--- src/rtl/ls_pkg.sv ---
// Shared types and helpers for the load/store path: access-size codes,
// LSU state encoding and the lane-mask/legality helpers used at accept time.
package ls_pkg;

  typedef enum logic [2:0] {
    LS_WORD  = 3'b000,
    LS_HALF  = 3'b001,
    LS_BYTE  = 3'b011,
    LS_BYTEU = 3'b100,
    LS_HALFU = 3'b101
  } ls_src_t;

  typedef enum logic [1:0] {
    IDLE,
    BEAT0,
    BEAT1,
    DONE
  } lsu_state_t;

  function automatic logic ls_legal(input logic [2:0] src);
    case (src)
      LS_WORD, LS_HALF, LS_BYTE, LS_BYTEU, LS_HALFU: return 1'b1;
      default:                                       return 1'b0;
    endcase
  endfunction

  function automatic logic [3:0] ls_mask(input logic [2:0] src);
    case (src)
      LS_WORD:           return 4'hF;
      LS_HALF, LS_HALFU: return 4'h3;
      default:           return 4'h1;
    endcase
  endfunction

endpackage

--- src/rtl/load_store_unit_if.sv ---
// Valid/ready data-memory bus between the load/store unit and the memory.
interface load_store_unit_if #(
  parameter int WIDTH = 32
);
  logic             mem_req;
  logic             mem_we;
  logic [WIDTH-1:0] mem_addr;
  logic [3:0]       mem_be;
  logic [WIDTH-1:0] mem_wdata;
  logic             mem_ready;
  logic [WIDTH-1:0] mem_rdata;

  modport master (
    output mem_req, mem_we, mem_addr, mem_be, mem_wdata,
    input  mem_ready, mem_rdata
  );

  modport slave (
    input  mem_req, mem_we, mem_addr, mem_be, mem_wdata,
    output mem_ready, mem_rdata
  );
endinterface

--- src/rtl/load_store_unit_ls_extender.sv ---
// Byte/half sign or zero extension of right-justified load data.
module ls_extender
  import ls_pkg::*;
(
  input  logic [31:0] data_in,
  input  logic [2:0]  ls_src,
  output logic [31:0] data_out
);

  always_comb begin
    data_out = data_in;
    case (ls_src)
      LS_HALF:  data_out = {{16{data_in[15]}}, data_in[15:0]};
      LS_HALFU: data_out = {16'h0000, data_in[15:0]};
      LS_BYTE:  data_out = {{24{data_in[7]}}, data_in[7:0]};
      LS_BYTEU: data_out = {24'h000000, data_in[7:0]};
      default:  data_out = data_in;
    endcase
  end

endmodule

--- src/rtl/load_store_unit.sv ---
// Load/store unit: turns core load/store controls into one or two word beats
// on the data-memory bus and returns extended load data with a completion pulse.
module load_store_unit
  import ls_pkg::*;
#(
  parameter int WIDTH = 32
) (
  input  logic             clk,
  input  logic             rst,
  input  logic             req_valid,
  input  logic             data_write_en,
  input  logic [2:0]       ls_src,
  input  logic [WIDTH-1:0] addr,
  input  logic [WIDTH-1:0] wdata,
  output logic             stall,
  output logic             resp_valid,
  output logic [WIDTH-1:0] rdata,
  output logic             ls_fault,
  load_store_unit_if.master bus
);

  lsu_state_t       state;
  logic [1:0]       off_q;
  logic [2:0]       src_q;
  logic             we_q;
  logic [3:0]       be_hi_q;
  logic [WIDTH-1:0] wd_hi_q;
  logic [WIDTH-1:0] word_q;
  logic [WIDTH-1:0] lo_q;

  logic [7:0]         be8_n;
  logic [2*WIDTH-1:0] wd64_n;
  logic [2*WIDTH-1:0] pair;
  logic [WIDTH-1:0]   aligned;
  logic [WIDTH-1:0]   ext_out;
  logic               split;
  logic               last_beat;

  always_comb begin
    be8_n  = {4'b0000, ls_mask(ls_src)} << addr[1:0];
    wd64_n = {{WIDTH{1'b0}}, wdata} << {addr[1:0], 3'b000};
    split  = |be_hi_q;
    // The beat currently completing supplies the newest word straight from the bus.
    pair    = (state == BEAT1) ? {bus.mem_rdata, lo_q} : {{WIDTH{1'b0}}, bus.mem_rdata};
    aligned = WIDTH'(pair >> {off_q, 3'b000});
    last_beat = bus.mem_ready && ((state == BEAT1) || (state == BEAT0 && !split));
    stall = (state == IDLE) ? req_valid : (state == BEAT0 || state == BEAT1);
  end

  ls_extender u_ext (
    .data_in  (aligned),
    .ls_src   (src_q),
    .data_out (ext_out)
  );

  always_ff @(posedge clk) begin
    if (!rst) begin
      state         <= IDLE;
      resp_valid    <= 1'b0;
      ls_fault      <= 1'b0;
      rdata         <= '0;
      bus.mem_req   <= 1'b0;
      bus.mem_we    <= 1'b0;
      bus.mem_addr  <= '0;
      bus.mem_be    <= '0;
      bus.mem_wdata <= '0;
      off_q         <= '0;
      src_q         <= '0;
      we_q          <= 1'b0;
      be_hi_q       <= '0;
      wd_hi_q       <= '0;
      word_q        <= '0;
      lo_q          <= '0;
    end else begin
      case (state)
        IDLE: begin
          if (req_valid) begin
            if (ls_legal(ls_src)) begin
              off_q         <= addr[1:0];
              src_q         <= ls_src;
              we_q          <= data_write_en;
              be_hi_q       <= be8_n[7:4];
              wd_hi_q       <= wd64_n[2*WIDTH-1:WIDTH];
              word_q        <= {addr[WIDTH-1:2], 2'b00};
              bus.mem_req   <= 1'b1;
              bus.mem_we    <= data_write_en;
              bus.mem_addr  <= {addr[WIDTH-1:2], 2'b00};
              bus.mem_be    <= be8_n[3:0];
              bus.mem_wdata <= wd64_n[WIDTH-1:0];
              state         <= BEAT0;
            end else begin
              ls_fault   <= 1'b1;
              resp_valid <= 1'b1;
              rdata      <= '0;
              state      <= DONE;
            end
          end
        end
        BEAT0: begin
          if (bus.mem_ready) begin
            lo_q <= bus.mem_rdata;
            if (split) begin
              bus.mem_addr  <= word_q + WIDTH'(4);
              bus.mem_be    <= be_hi_q;
              bus.mem_wdata <= wd_hi_q;
              state         <= BEAT1;
            end
          end
        end
        BEAT1: begin
        end
        DONE: begin
          resp_valid <= 1'b0;
          ls_fault   <= 1'b0;
          rdata      <= '0;
          state      <= IDLE;
        end
        default: state <= IDLE;
      endcase

      if (last_beat) begin
        bus.mem_req <= 1'b0;
        bus.mem_we  <= 1'b0;
        bus.mem_be  <= '0;
        resp_valid  <= 1'b1;
        rdata       <= we_q ? '0 : ext_out;
        state       <= DONE;
      end
    end
  end

endmodule

--- src/flat_wrapper.sv ---
// flat-port wrapper written by rule: the top's interface ports become plain ports
module load_store_unit_flat import ls_pkg::*;
#(
  parameter int WIDTH = 32
)
  (clk, rst, req_valid, data_write_en, ls_src, addr, wdata, stall, resp_valid, rdata, ls_fault, bus_mem_req, bus_mem_we, bus_mem_addr, bus_mem_be, bus_mem_wdata, bus_mem_ready, bus_mem_rdata);
  load_store_unit_if #(.WIDTH(WIDTH)) bus_i ();
  input  logic clk;
  input  logic rst;
  input  logic req_valid;
  input  logic data_write_en;
  input  logic [2:0] ls_src;
  input  logic [WIDTH-1:0] addr;
  input  logic [WIDTH-1:0] wdata;
  output logic stall;
  output logic resp_valid;
  output logic [WIDTH-1:0] rdata;
  output logic ls_fault;
  output wire logic [$bits(bus_i.mem_req)-1:0] bus_mem_req;
  output wire logic [$bits(bus_i.mem_we)-1:0] bus_mem_we;
  output wire logic [$bits(bus_i.mem_addr)-1:0] bus_mem_addr;
  output wire logic [$bits(bus_i.mem_be)-1:0] bus_mem_be;
  output wire logic [$bits(bus_i.mem_wdata)-1:0] bus_mem_wdata;
  input wire logic [$bits(bus_i.mem_ready)-1:0] bus_mem_ready;
  input wire logic [$bits(bus_i.mem_rdata)-1:0] bus_mem_rdata;
  assign bus_mem_req = bus_i.mem_req;
  assign bus_mem_we = bus_i.mem_we;
  assign bus_mem_addr = bus_i.mem_addr;
  assign bus_mem_be = bus_i.mem_be;
  assign bus_mem_wdata = bus_i.mem_wdata;
  assign bus_i.mem_ready = bus_mem_ready;
  assign bus_i.mem_rdata = bus_mem_rdata;
  load_store_unit #(.WIDTH(WIDTH)) u_core (.clk(clk), .rst(rst), .req_valid(req_valid), .data_write_en(data_write_en), .ls_src(ls_src), .addr(addr), .wdata(wdata), .stall(stall), .resp_valid(resp_valid), .rdata(rdata), .ls_fault(ls_fault), .bus(bus_i));
endmodule
--- config.mk ---
export PLATFORM = sky130hd
export DESIGN_NAME = load_store_unit_flat
export DESIGN_NICKNAME = d
export VERILOG_FILES = /design/src/rtl/ls_pkg.sv /design/src/rtl/load_store_unit_if.sv /design/src/rtl/load_store_unit_ls_extender.sv /design/src/rtl/load_store_unit.sv /design/src/flat_wrapper.sv
export SDC_FILE = /design/constraint.sdc
export NUM_CORES = 1
export LEC_CHECK = 0
export ABC_AREA = 0
export CORE_UTILIZATION = 30
export CTS_BUF_LIST = sky130_fd_sc_hd__clkbuf_8
export DETAILED_ROUTE_END_ITERATION = 10
export PLACE_DENSITY = 0.58
export SLEW_MARGIN = 40
export SYNTH_ARGS = -nofsm -noshare
export SYNTH_HDL_FRONTEND = slang
export SYNTH_SLANG_ARGS = --single-unit
--- constraint.sdc ---
create_clock -name clk -period 4.05 [get_ports clk]
set_input_delay 0.405 -clock clk [delete_from_list [all_inputs] [get_ports clk]]
set_output_delay 0.405 -clock clk [all_outputs]
set_load 0.005 [all_outputs]
; Yosys cells after proc, flatten, opt, wreduce, memory -nomap -nowiden
; Cells that the tools add are included.
[word_totals]
regBits = 210
word_cells = 100
[classes]
add_sub_neg = 1
n_eq_ne = 20
n_shift = 3
n_mux = 38
bitwise_logic = 1
reduce_logical = 21
[op_table]
columns = cell, n
row1 = $mux W32, 12
row2 = $pmux W32 S2, 3
row3 = $pmux W32 S4, 1
row4 = $mux W64, 1
row5 = $shl A32 B5 Y64, 1
row6 = $shr A64 B5 Y32, 1
row7 = $add A32 B3 Y32 const B, 1
row8 = $mux W4, 4
row9 = $pmux W4 S2, 2
row10 = $eq A3 B3 Y1 const B, 4
row11 = $mux W2, 5
row12 = $ne A3 B2 Y1 const B, 3
row13 = $reduce_and A3 Y1, 3
row14 = $mux W1, 8
row15 = $ne A2 B2 Y1 const B, 4
row16 = $shl A4 B2 Y8, 1
row17 = $eq A3 B1 Y1 const B, 2
row18 = $eq A3 B2 Y1 const B, 2
row19 = $pmux W2 S3, 1
row20 = $reduce_and A5 Y1, 1
row21 = $reduce_or A5 Y1, 1
row22 = $eq A2 B2 Y1 const B, 2
row23 = $reduce_and A4 Y1, 1
row24 = $reduce_bool A2 Y1, 2
row25 = other kinds (15), 18

; Logic depth before layout (Yosys ltp)
[depth]
word_depth = 10
mapped_depth = 10

; Modules after synthesis
; From an unflattened synthesis, not the netlist that was laid out.
[hier_totals]
cells_unflattened = 1382
area_unflattened_um2 = 10435.0
[by_module_without_submodules]
columns = mod, n_inst, cells_per_inst, area_per_inst_um2
row1 = load_store_unit, 1, 1304, 9998.3
row2 = ls_extender, 1, 78, 436.7

; Worst setup path after synthesis
; No wires, ideal clock.
[synth_path]
path_type = register to register
startpoint = reg u_core.state[1]
endpoint = reg u_core.bus.mem_wdata[31]
setup_time_ns = 0.070
t_arrival_ns = 2.252
slack_ns = 1.728
path_stages_with_launch = 10
path_cell_list = dfxtp_1 > inv_1 > ha_1 > buf_6 > clkinv_2 > o22ai_2 > or4_4 > buf_6 > or4_1 > a21oi_1
[synth_between]
elab_chain_len = 3
[synth_lines]
columns = element, line
row1 = from (decl), load_store_unit.sv:22  ; lsu_state_t state;
row2 = from (signal assigned), load_store_unit.sv:58  ; state <= IDLE;
row3 = from (signal assigned), load_store_unit.sv:90  ; state <= BEAT0;
row4 = from (signal assigned), load_store_unit.sv:95  ; state <= DONE;
row5 = $eq A2 B1 Y1 or $logic_not A2 Y1 (tied branches), load_store_unit.sv:75  ; case (state)
row6 = $ne A2 B1 Y1 (no source line) (tied with other cells), -
row7 = $reduce_and A5 Y1 (no source line), -
row8 = to (signal assigned), load_store_unit.sv:89  ; bus.mem_wdata <= wd64_n[WIDTH-1:0];
row9 = to (signal assigned), load_store_unit.sv:105  ; bus.mem_wdata <= wd_hi_q;
row10 = to (decl), load_store_unit_if.sv:14  ; output mem_req, mem_we, mem_addr, mem_be, mem_wdata,
; Several ways; a longest one is shown, not always the timed one.
; A chain may end at the register's enable or synchronous reset.

; Final worst setup path
; Same ends and word-level chain as after synthesis.

==> flow_metrics.tcl <==
set metrics [dict create \
    status "finished clean" \
    critical_path_class "reg2reg" \
    routed_via_density 5.291 \
    max_stage_delay_ns 0.82 \
    synth_top_family_by_area "simple AND/OR/NAND/NOR gates" \
    worst_pin_slew_ns 0.7780 \
    cts_made_buffers 17 \
    ctsResizeCount 0 \
    p_clk_frac 0.188 \
    gr-total-overflow 0 \
    rsz0062_at_grt "false" \
    n_antenna_cell 0 \
    die_y_um 183.7 \
    synth_flop_cell "dfxtp_1" \
    wl_met1_mm 15.10 \
    crit_cells 8 \
    yosys.area_share.xor_xnor 0.02300 \
    synth_seq_area_share 0.4023 \
    crit_slowest_cell "or4_4" \
    period_needed_ns 3.035 \
    start_util 0.3043 \
    synth_cell_types 67 \
    whs_ns 0.4586 \
    synth_fa_ha_area_frac 0.008845 \
    crit_path_start_kind "flip-flop" \
    fin_nets 1478 \
    ir_drop_mv 0.3088 \
    setup_viol 0 \
    synth_top_area_share 0.4023 \
    synth_warnings 0 \
    die_width_um 183.7 \
    synth_edf_count 0 \
    regArea_um2 3985 \
    post-route-period-util 0.7493 \
    finalMaxSlewViolations 0 \
    postCtsHoldBufs 0 \
    grt_pass1_wl_mm 51.67 \
    power.switching_w 0.002988 \
    syn_area_um2 9902 \
    cts.clk_slew.worst_paths_ns 0.12 \
    fill_cells 3367 \
    finish.utilization 0.3929 \
    die-area_um2 33740 \
    track_usage 0.1968 \
    cts_setup_buffers 0 \
    synth-seq-cells 199 \
    p_sw_frac 0.4043 \
    cp_max_fo 45 \
    critPathTopFamily "simple AND/OR/NAND/NOR gates" \
    synth_cells 1222 \
    wl_met3_mm 2.115 \
    syn_to_final_growth_pct 29.11 \
    cp.required_ns 4.49 \
    finalPower_w 0.007390 \
    clk_latency_ns 0.51 \
    arrival_ns 3.47 \
    drtIter0Drc 701 \
    clockBufferDepth 2 \
    first_global_vias 9083 \
    drv_cap 0 \
    synth_mux_area_frac 0.1021 \
    intPower_w 0.004402 \
    ff2ff_path_depth 8 \
    first_pass_iters 5 \
    htreeDepth 4 \
    core-area_um2 32540 \
    synth.avg_cell_area_um2 8.103 \
    num_rows 66 \
    path_buf_inv 3 \
    route.top_layer_used "met5" \
    drive_gt1_frac 0.07754 \
    gp_congestion 0.8370 \
    synth_top_cell_by_area "dfxtp_1" \
    wire_per_inst_um 18.43 \
    max_freq_ghz 0.3295 \
    hold_depth 2 \
    multi_input_area_um2 5441 \
    cellLeakagePower_nw 4.208 \
    grt_max_degree 90 \
    seqPwrFrac 0.366 \
    fin_skew_ns 0.02993 \
    final.setup.tns_ns 0 \
    synth_compound_area_frac 0.1924 \
    place_worst_setup_slack_ns 0.9613 \
    synthArstFlopShare 0 \
    io_pins 209 \
    synthTopCellsByArea "dfxtp_1 (40%), nand2_1 (7.8%), a21oi_1 (6.8%)" \
    p_comb_frac 0.445 \
    hold_violations 0 \
    end_kind "flip-flop" \
    p_per_area_nw_per_um2 578.0 \
    clockRootBuffer "clkbuf_8" \
    final_antenna_net_count 0 \
    drt-total-wl_mm 33.59 \
    dp_hpwl_mm 23.26 \
    timing.slew.headroom 0.4797 \
    setup_slack_ns 1.015 \
    vias 9640 \
    tritoncts "done" \
    cts_sinks 199 \
    antenna_found_initial 2 \
    hold_path.class "reg2reg" \
    post-route-drc-count 0 \
    dr_wl_met2_mm 15.60 \
    cp_cell_sequence "inv_1 -> ha_2 -> clkinv_2 -> o22ai_2 -> or4_4 -> buf_12 -> or4_1 -> a21oi_1" \
    yosys.area_share.simple 0.2189 \
    numPortBuffers 206 \
]
[cells in the mapped netlist, drive strengths merged (8+ instances only)]
cell	number
a211o	13
a211oi	10
a21o	8
a21oi	136
a221oi	32
buf	24
clkbuf	81
dfxtp	199
inv	20
mux2	26
mux2i	56
nand2	205
nand3	57
nand4	20
nor2	96
nor3	55
o211ai	19
o21ai	19
o22ai	20
o2bb2ai	16
or4	10
xnor2	17
xor2	9
[final timing paths]
check / slack (ns) / end / start
setup / recovery: 1.02 / u_core.bus.mem_wdata[31] / u_core.state[1]
hold / removal: 0.46 / u_core.wd_hi_q[22] / u_core.wd_hi_q[22]
setup reg to reg: 1.02 / u_core.bus.mem_wdata[31] / u_core.state[1]
hold reg to reg: 0.46 / u_core.wd_hi_q[22] / u_core.wd_hi_q[22]
[routing by layer]
layer,vias to the layer above,global-route usage
li1,4646,-
met5,-,0
met1,4598,0.2660
met3,51,0.03546
met4,4,0.07000
met2,341,0.3126
[power groups by stage]
stage | sequential [W] | combinational, W | clock (W)
6_report | 0.00271 | 0.00329 | 0.00139
5_1_grt | 0.00276 | 0.00362 | 0.00150
4_1_cts | 0.00271 | 0.00331 | 0.00143
3_5_place_dp | 0.00275 | 0.00330 | 0
3_3_place_gp | 0.00275 | 0.00323 | 0
2_1_floorplan | 0.00269 | 0.00188 | 0
[state kept, by name (all words and copies together) (netlist names), 3 cells and up]
signal / cells
u_core.word_q: 30
u_core.lo_q: 32
u_core.bus.mem_wdata: 32
u_core.bus.mem_addr: 30
u_core.src_q: 3
u_core.rdata: 32
u_core.bus.mem_be: 4
u_core.be_hi_q: 3
u_core.wd_hi_q: 24
[cell type report]
cell class | count | area share
clock buffers | 18 | 0.01938
clock inverters | 14 | 0.01468
inverters | 22 | 0.006753
multi-input cells | 897 | 0.4256
flip-flops and latches | 199 | 0.3117
well taps | 442 | 0.04326
repair buffers | 230 | 0.1786
[cells by family (layout without fill, tap and decap cells)]
family | Yosys count | in the layout
fa+ha+maj | 7 | 7
flops | 199 | 199
mux | 89 | 89
xor+xnor | 26 | 26
other cells | 1 | 2
simple gates | 477 | 477
buf+inv | 127 | 284
compound gates | 296 | 296
[stage by stage]
stage,std cells,cell area (µm²)
floorplan,1223,9906
global route,1822,12780
CTS,1822,12780
global placement,1789,12310
finish,1822,12780
detailed placement,1790,12350
[placed cells by master (no fill, tap or decap), types with 18 or more instances in the layout]
| cell | n |
|---|---|
| clkdlybuf4s50_1 | 206 |
| o22ai_1 | 19 |
| inv_1 | 18 |
| nand3_1 | 57 |
| o211ai_1 | 19 |
| clkbuf_8 | 18 |
| nor3_1 | 55 |
| dfxtp_1 | 198 |
| nand2_1 | 205 |
| a21oi_1 | 134 |
| buf_4 | 20 |
| o21ai_0 | 18 |
| nor2_1 | 96 |
| mux2_2 | 26 |
| a221oi_1 | 32 |
| mux2i_1 | 56 |
| nand4_1 | 19 |
[worst reg2reg max path: cells and delay by family (launching register included)]
kind	cells	cell delay, ns
DFF	1	0.45
AOI/OAI and AO/OA	2	0.33
adders and majority gates	1	0.23
buffers and inverters	3	0.65
and+or+nand+nor	2	1.34
Note: power is estimated with default switching activity, not from simulation.
